**src/rtl/prince_pkg.sv**
```systemverilog
// Shared constants and types for the serialized PRINCE substitution layer.
// The S-box tables are packed so that nibble i of the constant is the
// substitution of input value i.
package prince_pkg;

    localparam int STATE_W = 64;
    localparam int NIB_W   = 4;

    // Forward S-box: 0..F -> B F 3 2 A C 9 1 6 7 8 0 E 5 D 4
    localparam logic [63:0] SBOX_FWD = 64'h4D5E_0876_19CA_23FB;
    // Inverse S-box: 0..F -> B 7 3 2 F D 8 9 A 6 4 0 5 E C 1
    localparam logic [63:0] SBOX_INV = 64'h1CE5_046A_98DF_237B;

    typedef enum logic [1:0] {
        IDLE = 2'd0,
        BUSY = 2'd1,
        DONE = 2'd2
    } state_t;

    // Pick the 4-bit entry for a nibble out of a packed 16-entry table.
    function automatic logic [NIB_W-1:0] sbox_lookup(input logic [63:0] tbl,
                                                     input logic [NIB_W-1:0] nib);
        return tbl[{nib, 2'b00} +: NIB_W];
    endfunction

endpackage

```
**src/rtl/prince_sbox_dual.sv**
```systemverilog
// 4-bit combinational PRINCE S-box with forward/inverse select.
module prince_sbox_dual
    import prince_pkg::*;
(
    input  logic [NIB_W-1:0] i_nib,
    input  logic             i_inv,
    output logic [NIB_W-1:0] o_nib
);

    logic [NIB_W-1:0] w_fwd;
    logic [NIB_W-1:0] w_inv;

    assign w_fwd = sbox_lookup(SBOX_FWD, i_nib);
    assign w_inv = sbox_lookup(SBOX_INV, i_nib);
    assign o_nib = i_inv ? w_inv : w_fwd;

endmodule

```
**src/rtl/prince_slayer_serial.sv**
```systemverilog
// Serialized PRINCE substitution layer. The 64-bit state sits in a shift
// register; each BUSY cycle the low NPC nibbles go through the S-boxes and
// re-enter at the top, so after 16/NPC rotations the register holds the
// fully substituted state in its original nibble order.
module prince_slayer_serial
    import prince_pkg::*;
#(
    parameter int NPC = 4
) (
    input  logic               i_clk,
    input  logic               i_rst_n,
    input  logic               i_in_valid,
    output logic               o_in_ready,
    input  logic [STATE_W-1:0] i_in_data,
    input  logic               i_in_inv,
    output logic               o_out_valid,
    input  logic               i_out_ready,
    output logic [STATE_W-1:0] o_out_data
);

    localparam int NCYC  = 16 / NPC;
    localparam int SUB_W = NIB_W * NPC;
    localparam int CNT_W = (NCYC > 1) ? $clog2(NCYC) : 1;
    localparam logic [CNT_W-1:0] LAST_CNT = CNT_W'(NCYC - 1);

    // Reject widths that do not tile the 16-nibble state evenly.
    if (!(NPC == 1 || NPC == 2 || NPC == 4 || NPC == 8 || NPC == 16)) begin : g_bad_npc
        $error("prince_slayer_serial: NPC must be one of 1, 2, 4, 8, 16");
    end

    state_t             r_state;
    logic [STATE_W-1:0] r_sreg;
    logic [CNT_W-1:0]   r_cnt;
    logic               r_inv;
    logic               r_out_valid;

    logic [SUB_W-1:0]   w_sub;
    logic [STATE_W-1:0] w_next;
    logic               w_in_ready;

    // NPC S-box instances working on the low end of the shift register.
    for (genvar g = 0; g < NPC; g++) begin : g_sbox
        prince_sbox_dual u_sbox (
            .i_nib (r_sreg[g*NIB_W +: NIB_W]),
            .i_inv (r_inv),
            .o_nib (w_sub[g*NIB_W +: NIB_W])
        );
    end

    // Rotate right by SUB_W with the substituted nibbles entering at the top.
    if (NPC == 16) begin : g_full
        assign w_next = w_sub;
    end else begin : g_rot
        assign w_next = {w_sub, r_sreg[STATE_W-1:SUB_W]};
    end

    // A finished block can hand off and accept the next one in the same cycle.
    assign w_in_ready  = (r_state == IDLE) | ((r_state == DONE) & i_out_ready);
    assign o_in_ready  = w_in_ready;
    assign o_out_valid = r_out_valid;
    assign o_out_data  = r_sreg;

    // Control FSM, shift register, cycle counter and latched mode.
    always_ff @(posedge i_clk or negedge i_rst_n) begin
        if (!i_rst_n) begin
            r_state     <= IDLE;
            r_sreg      <= '0;
            r_cnt       <= '0;
            r_inv       <= 1'b0;
            r_out_valid <= 1'b0;
        end else begin
            case (r_state)
                IDLE: begin
                    if (i_in_valid) begin
                        r_sreg  <= i_in_data;
                        r_inv   <= i_in_inv;
                        r_cnt   <= '0;
                        r_state <= BUSY;
                    end
                end
                BUSY: begin
                    r_sreg <= w_next;
                    r_cnt  <= r_cnt + 1'b1;
                    if (r_cnt == LAST_CNT) begin
                        r_state     <= DONE;
                        r_out_valid <= 1'b1;
                    end
                end
                DONE: begin
                    // Result holds until downstream takes it.
                    if (i_out_ready) begin
                        r_out_valid <= 1'b0;
                        if (i_in_valid) begin
                            r_sreg  <= i_in_data;
                            r_inv   <= i_in_inv;
                            r_cnt   <= '0;
                            r_state <= BUSY;
                        end else begin
                            r_state <= IDLE;
                        end
                    end
                end
                default: begin
                    r_state     <= IDLE;
                    r_out_valid <= 1'b0;
                end
            endcase
        end
    end

endmodule

```
**config.mk**
```make
export PLATFORM = sky130hd
export DESIGN_NAME = prince_slayer_serial
export DESIGN_NICKNAME = d
export VERILOG_FILES = /design/src/rtl/prince_pkg.sv /design/src/rtl/prince_sbox_dual.sv /design/src/rtl/prince_slayer_serial.sv
export SDC_FILE = /design/constraint.sdc
export NUM_CORES = 1
export LEC_CHECK = 0
export CAP_MARGIN = 20
export CORE_UTILIZATION = 50
export DETAILED_ROUTE_END_ITERATION = 16
export HOLD_SLACK_MARGIN = 0.15
export PLACE_DENSITY_LB_ADDON = 0.05
export SLEW_MARGIN = 40
export SYNTH_ARGS = -nofsm -noshare
export SYNTH_HDL_FRONTEND = slang
export SYNTH_SLANG_ARGS = --single-unit
```
**constraint.sdc**
```tcl
create_clock -name i_clk -period 4.9 [get_ports i_clk]
set_input_delay 0.98 -clock i_clk [delete_from_list [all_inputs] [get_ports i_clk]]
set_output_delay 0.98 -clock i_clk [all_outputs]
set_load 0.1 [all_outputs]
```
== Word level (Yosys, flattened, before mapping) ==
Cells that the tools add are included.
W data, S select, Z words.

* Flip-flop bits (word level): 70
* Input port bits: 69
* Output and inout bits: 66
* Word-level logic and storage cells: 51

* Add/sub/neg operators: 1
* Eq/ne operators: 6
* Shifts and indexed selects: 8
* Muxes and demuxes: 21
* Bitwise gates (word level): 3
* Reductions and logical operators: 7

{| class="wikitable"
|+ Operators with widths
! kind !! count
|-
| $shiftx A64 B7 Y4 const A || 8
|-
| $pmux W64 S3 || 1
|-
| $mux W64 || 2
|-
| $mux W4 || 4
|-
| $pmux W2 S3 || 2
|-
| $mux W2 || 5
|-
| $ne A2 B2 Y1 const B || 3
|-
| $reduce_and A3 Y1 || 2
|-
| $mux W1 || 5
|-
| $eq A2 B2 Y1 const B || 2
|-
| $reduce_and A2 Y1 || 2
|-
| $pmux W1 S3 || 1
|-
| $reduce_bool A3 Y1 || 1
|-
| $add A2 B1 Y2 const B || 1
|-
| $eq A2 B1 Y1 const B || 1
|-
| $logic_not A2 Y1 || 1
|-
| $pmux W1 S2 || 1
|-
| $reduce_bool A2 Y1 || 1
|-
| $and A1 B1 Y1 || 1
|-
| $not A1 Y1 || 1
|-
| $or A1 B1 Y1 || 1
|}

== Logic depth before layout (Yosys ltp) ==
* Depth in word-level cells: 3
* Gate-level depth with buffers: 7
* Gate-level depth less buffers: 6

== Modules after synthesis ==
From an unflattened synthesis, not the netlist that was laid out.

* Cell total of the unflattened synthesis: 490
* Area total of the unflattened synthesis: 5,143.7 um^2

{| class="wikitable"
|+ By module, submodules not included
! module !! instances !! cells each !! area each (um^2)
|-
| prince_slayer_serial || 1 || 342 || 3,997.6
|-
| prince_sbox_dual || 4 || 37 || 286.5
|}

== Worst setup path before layout ==
OpenSTA, ideal clock, no wires.

* Path kind: input to output
* Start point: in i_out_ready
* End point: out o_in_ready
* Arrival time: 2.472 ns
* Data required time: 3.920 ns
* Path slack: 1.448 ns
* Stages: 2
* Cell sequence: nand2b_1 > nor2b_1

* Longest elaborated chain between the ends: 2

{| class="wikitable"
|+ RTL lines
! item !! RTL line !! source
|-
| start, declared || prince_slayer_serial.sv:17 || <nowiki>input logic i_out_ready,</nowiki>
|-
| $and A1 B1 Y1 || prince_slayer_serial.sv:58 || <nowiki>assign w_in_ready = (r_state == IDLE) | ((r_state == DONE) & i_out_ready);</nowiki>
|-
| $or A1 B1 Y1 || prince_slayer_serial.sv:58 ||
|-
| end, declared || prince_slayer_serial.sv:13 || <nowiki>output logic o_in_ready,</nowiki>
|}

Every way passes these cells.

== Final worst setup path ==
Same ends and word-level chain as after synthesis.

==> impl_summary.txt <==
----------------------------------------------------
[Timing]
  Slew at the pin with the worst max-slew slack ... 677.7 ps
  Final sum of negative setup slack ... 0 ps
  Minimum period implied by the final worst setup slack ... 3095 ps
  Clock Skew ... approximately 14 ps
  Number of pins with negative max-slew slack in the final report ... 0
  Slew HR ... 54.82%
  Period utilization ... between 60% and 70%
  Total count of hold-check failures in the final report ... 0
  Fmax ... 0.3231 GHz
  Setup violators final ... 0
  RSZ-0062 raised after global routing ... false

[Drt]
  Via count normalized by instance count ... between 5 and 6
  Total number of vias ... 4,025
  Detailed-route wire length per cell ... roughly 17 um
  Detailed-routing iteration count for the pre-antenna-repair pass ... 5
  Final routed DRC violation total ... 0
  DRT iter0 DRCs ... 284
  Detailed-route wire length ... approximately 12 mm
  ANT nets after route ... 0

[Status]
  Result of the run ... finished, final reports clean

[Logic synthesis]
  Ys async rst share ... 100.0%
  Main combinational cell family by area after synthesis ... simple AND/OR/NAND/NOR gates
  Post-Syn Nets ... ~600
  Cell with the most instances after synthesis ... sky130_fd_sc_hd__nand2_1
  Post-synth top cells ... sky130_fd_sc_hd__nand2_1 (118), sky130_fd_sc_hd__dfrtp_1 (70), sky130_fd_sc_hd__nor2_1 (66)
  Fraction of the mapped netlist area in compound gates ... between 20% and 30%
  Simple-Gate Fraction of Synth Area ... between 20 and 25%
  Sequential cell area fraction in the yosys report ... 42.27%
  Commonest register cell after synthesis ... sky130_fd_sc_hd__dfrtp_1
  Yosys top cell by area ... sky130_fd_sc_hd__dfrtp_1
  Xor and xnor fraction of the mapped netlist area ... less than 1%
  Mapped cell area ... about 0.0041 mm^2
  Count of mapped cells out of synthesis ... slightly above 500
  Number of enable-type register cells in the synthesized netlist ... 0
  Synth Register Bits ... 70
  Number of warnings issued by yosys ... 0
  Number of distinct library cell variants in the gate-level netlist after synthesis ... 45
  Post-synth top area share ... a little over two fifths
  Leading post-synthesis cells by cell area ... sky130_fd_sc_hd__dfrtp_1 (42%), sky130_fd_sc_hd__nand2_1 (11%), sky130_fd_sc_hd__a31oi_1 (7.2%), sky130_fd_sc_hd__ha_1 (6.3%), sky130_fd_sc_hd__nor2_1 (6.0%)
  Post-synthesis mux area share ... under 10%
  Mean post-synth cell area ... a little over 8 um^2
  Adder-cell share of the synthesized area ... under 10%

[Flow run]
  Max cap viols ... 0

[Critical path]
  Register-to-register setup slack ... approximately 2300 ps
  Data required time of the worst path ... 3920 ps
  Launching point of the worst reg2reg path ... r_inv
  Maximum fanout count along the critical path ... 4
  Number of buffer and inverter instances along the worst setup path ... 2
  Largest stage delay on the critical path ... 490 ps
  Reg2Reg Depth ... 6
  Capture instance of the worst register-to-register path ... o_out_data[63]
  Critical path launch point type ... primary input
  Number of cells on the critical path ... 4
  Arrival time of data at the critical path endpoint ... 2110 ps
  Worst-path cell with the longest stage delay ... sky130_fd_sc_hd__clkdlybuf4s50_1
  Setup crit start ... i_out_ready
  Critical setup path kind ... primary input to output port
  Crit. End Element ... output port
  Delay-heaviest family, CP ... buffers and inverters
  Sequence of cells on the critical path ... clkdlybuf4s50_1 > nand2b_1 > nor2b_1 > buf_4

[Die]
  Placeable core region ... around 0.0079 mm^2
  Number of placement rows ... 32
  Height of the die ... just over 90 um
  Starting utilization of the core area ... 52.54%
  Floorplan die area ... about 0.0087 mm^2
  Die outline width ... a little over 90 um
  Number of I/O pins ... between 100 and 150

[Min path]
  Origin of the worst min-delay path ... r_cnt[0]
  Hold path depth ... 1
  Worst Hold Class ... flip-flop to flip-flop
  WHS Endpoint ... r_cnt[0]

[Place]
  Buffers on Ports ... between 100 and 150
  Post-DP HPWL ... about 8.3 mm
  Routability Congestion ... 0.8433

[Global route]
  Total routing resource utilization after global routing ... ~29%
  Antenna violations before repair ... 0
  Aggregate global routing overflow ... 0
  Wire length of the first global-routing pass ... approximately 19 mm
  Maximum number of pins on one net before global-route repair ... 71
  Vias in the first global route ... about 3,800

[Final layout]
  Area taken by flip-flops and latches ... 0.001752 mm^2
  Filler Cells Inserted ... around 670
  Number of nets in the layout ... just over 700
  Fraction of layout instances using a drive strength above 1 ... approximately 16%
  Area taken by multi-input logic gates ... 0.002198 mm^2
  Antenna Cells ... 0
  Final core utilization ... between 60% and 70%
  Growth of design area from synthesis to finish ... 30.77%

[Clock network]
  Clock latency at the later pin of the worst-skew pair ... approximately 350 ps
  TritonCTS clock tree ... done
  Setup fix buffers added after clock tree synthesis ... 0
  Number of hold-repair buffers added at the cts stage ... 0
  Clock Tree Buf Depth ... 2
  Number of buffers added by the clock tree synthesis step ... 9
  Clock slew at reported path FFs ... 70 ps
  Num Clock Sinks ... 70
  H-tree levels ... 3
  Root Driver ... sky130_fd_sc_hd__clkbuf_8
  Gates resized, CTS repair ... 0

----------------------------------------------------
worst reg2reg max path, stage by stage, from the launching register on:
cell,delay [ps]
sky130_fd_sc_hd__dfrtp_1,740
sky130_fd_sc_hd__inv_1,370
sky130_fd_sc_hd__ha_1,450
sky130_fd_sc_hd__inv_1,50
sky130_fd_sc_hd__mux4_2,430
sky130_fd_sc_hd__and3_1,190
sky130_fd_sc_hd__o32a_1,280
state kept, by name (all words and copies together), names as in the netlist:
name / flops
o_out_data: 64
r_cnt: 2
r_state: 2
o_out_valid: 1
r_inv: 1
layout make-up:
type	count	share of cell area [%]
multi-input combinational	383	40.57
sequential	70	32.33
timing repair buffer	139	20.25
clock buffer	11	2.609
tap	102	2.355
clock inverter	5	1.062
inverter	12	0.8312
worst max-delay path by stage:
stage	to	slack [ps]
3_5_place_dp	o_in_ready	1820
6_report	o_in_ready	1810
3_3_place_gp	o_in_ready	1850
5_1_grt	o_in_ready	1720
4_1_cts	o_in_ready	1810
2_1_floorplan	o_in_ready	1450
cell usage in the layout, fill, tap and decap left out, types with 3 or more instances in the layout:
master,n
sky130_fd_sc_hd__dfrtp_1,70
sky130_fd_sc_hd__nand2_1,117
sky130_fd_sc_hd__o22ai_1,3
sky130_fd_sc_hd__ha_1,21
sky130_fd_sc_hd__nor3_1,4
sky130_fd_sc_hd__a211oi_1,9
sky130_fd_sc_hd__clkbuf_8,10
sky130_fd_sc_hd__inv_1,11
sky130_fd_sc_hd__nor2_1,66
sky130_fd_sc_hd__nand2b_1,7
sky130_fd_sc_hd__buf_4,3
sky130_fd_sc_hd__nand3_1,4
sky130_fd_sc_hd__a31oi_1,48
sky130_fd_sc_hd__a211o_1,3
sky130_fd_sc_hd__mux4_2,4
sky130_fd_sc_hd__a2111oi_0,3
sky130_fd_sc_hd__nor2b_1,11
sky130_fd_sc_hd__clkdlybuf4s50_1,67
sky130_fd_sc_hd__a311oi_1,4
sky130_fd_sc_hd__o21ai_0,13
sky130_fd_sc_hd__o221a_2,3
sky130_fd_sc_hd__a21oi_1,21
sky130_fd_sc_hd__buf_2,65
sky130_fd_sc_hd__o21ai_1,9
cells by family after synthesis:
| family | count (synthesis) |
|---|---|
| simple gates | 221 |
| buf+inv | 52 |
| fa+ha+maj | 21 |
| xor+xnor | 2 |
| compound gates | 131 |
| flops | 70 |
| mux | 8 |
per-stage QoR:
| stage | instances | cell area (um^2) | setup slack (ps) | hold WS, ps |
|---|---|---|---|---|
| after CTS | 722 | 5419 | 1806 | 488.3 |
| after detailed placement | 706 | 5220 | 1815 | 480.0 |
| final | 722 | 5419 | 1805 | 483.9 |
| after global routing | 722 | 5419 | 1722 | 506.1 |
| after global placement | 703 | 5469 | 1850 | 458.7 |
| after floorplan | 505 | 4144 | 1448 | 446.1 |
layer usage:
layer | wire, um | vias up | global-route usage (%)
li1 | - | 1964 | -
met1 | 5724 | 1892 | 41.81
met2 | 5279 | 155 | 43.50
met3 | 798 | 14 | 4.634
met4 | 174 | 0 | 9.103
met5 | 0 | - | 0
Power is not shown: default switching activity piles up to over one toggle a cycle in this logic, so the estimate is an artifact.
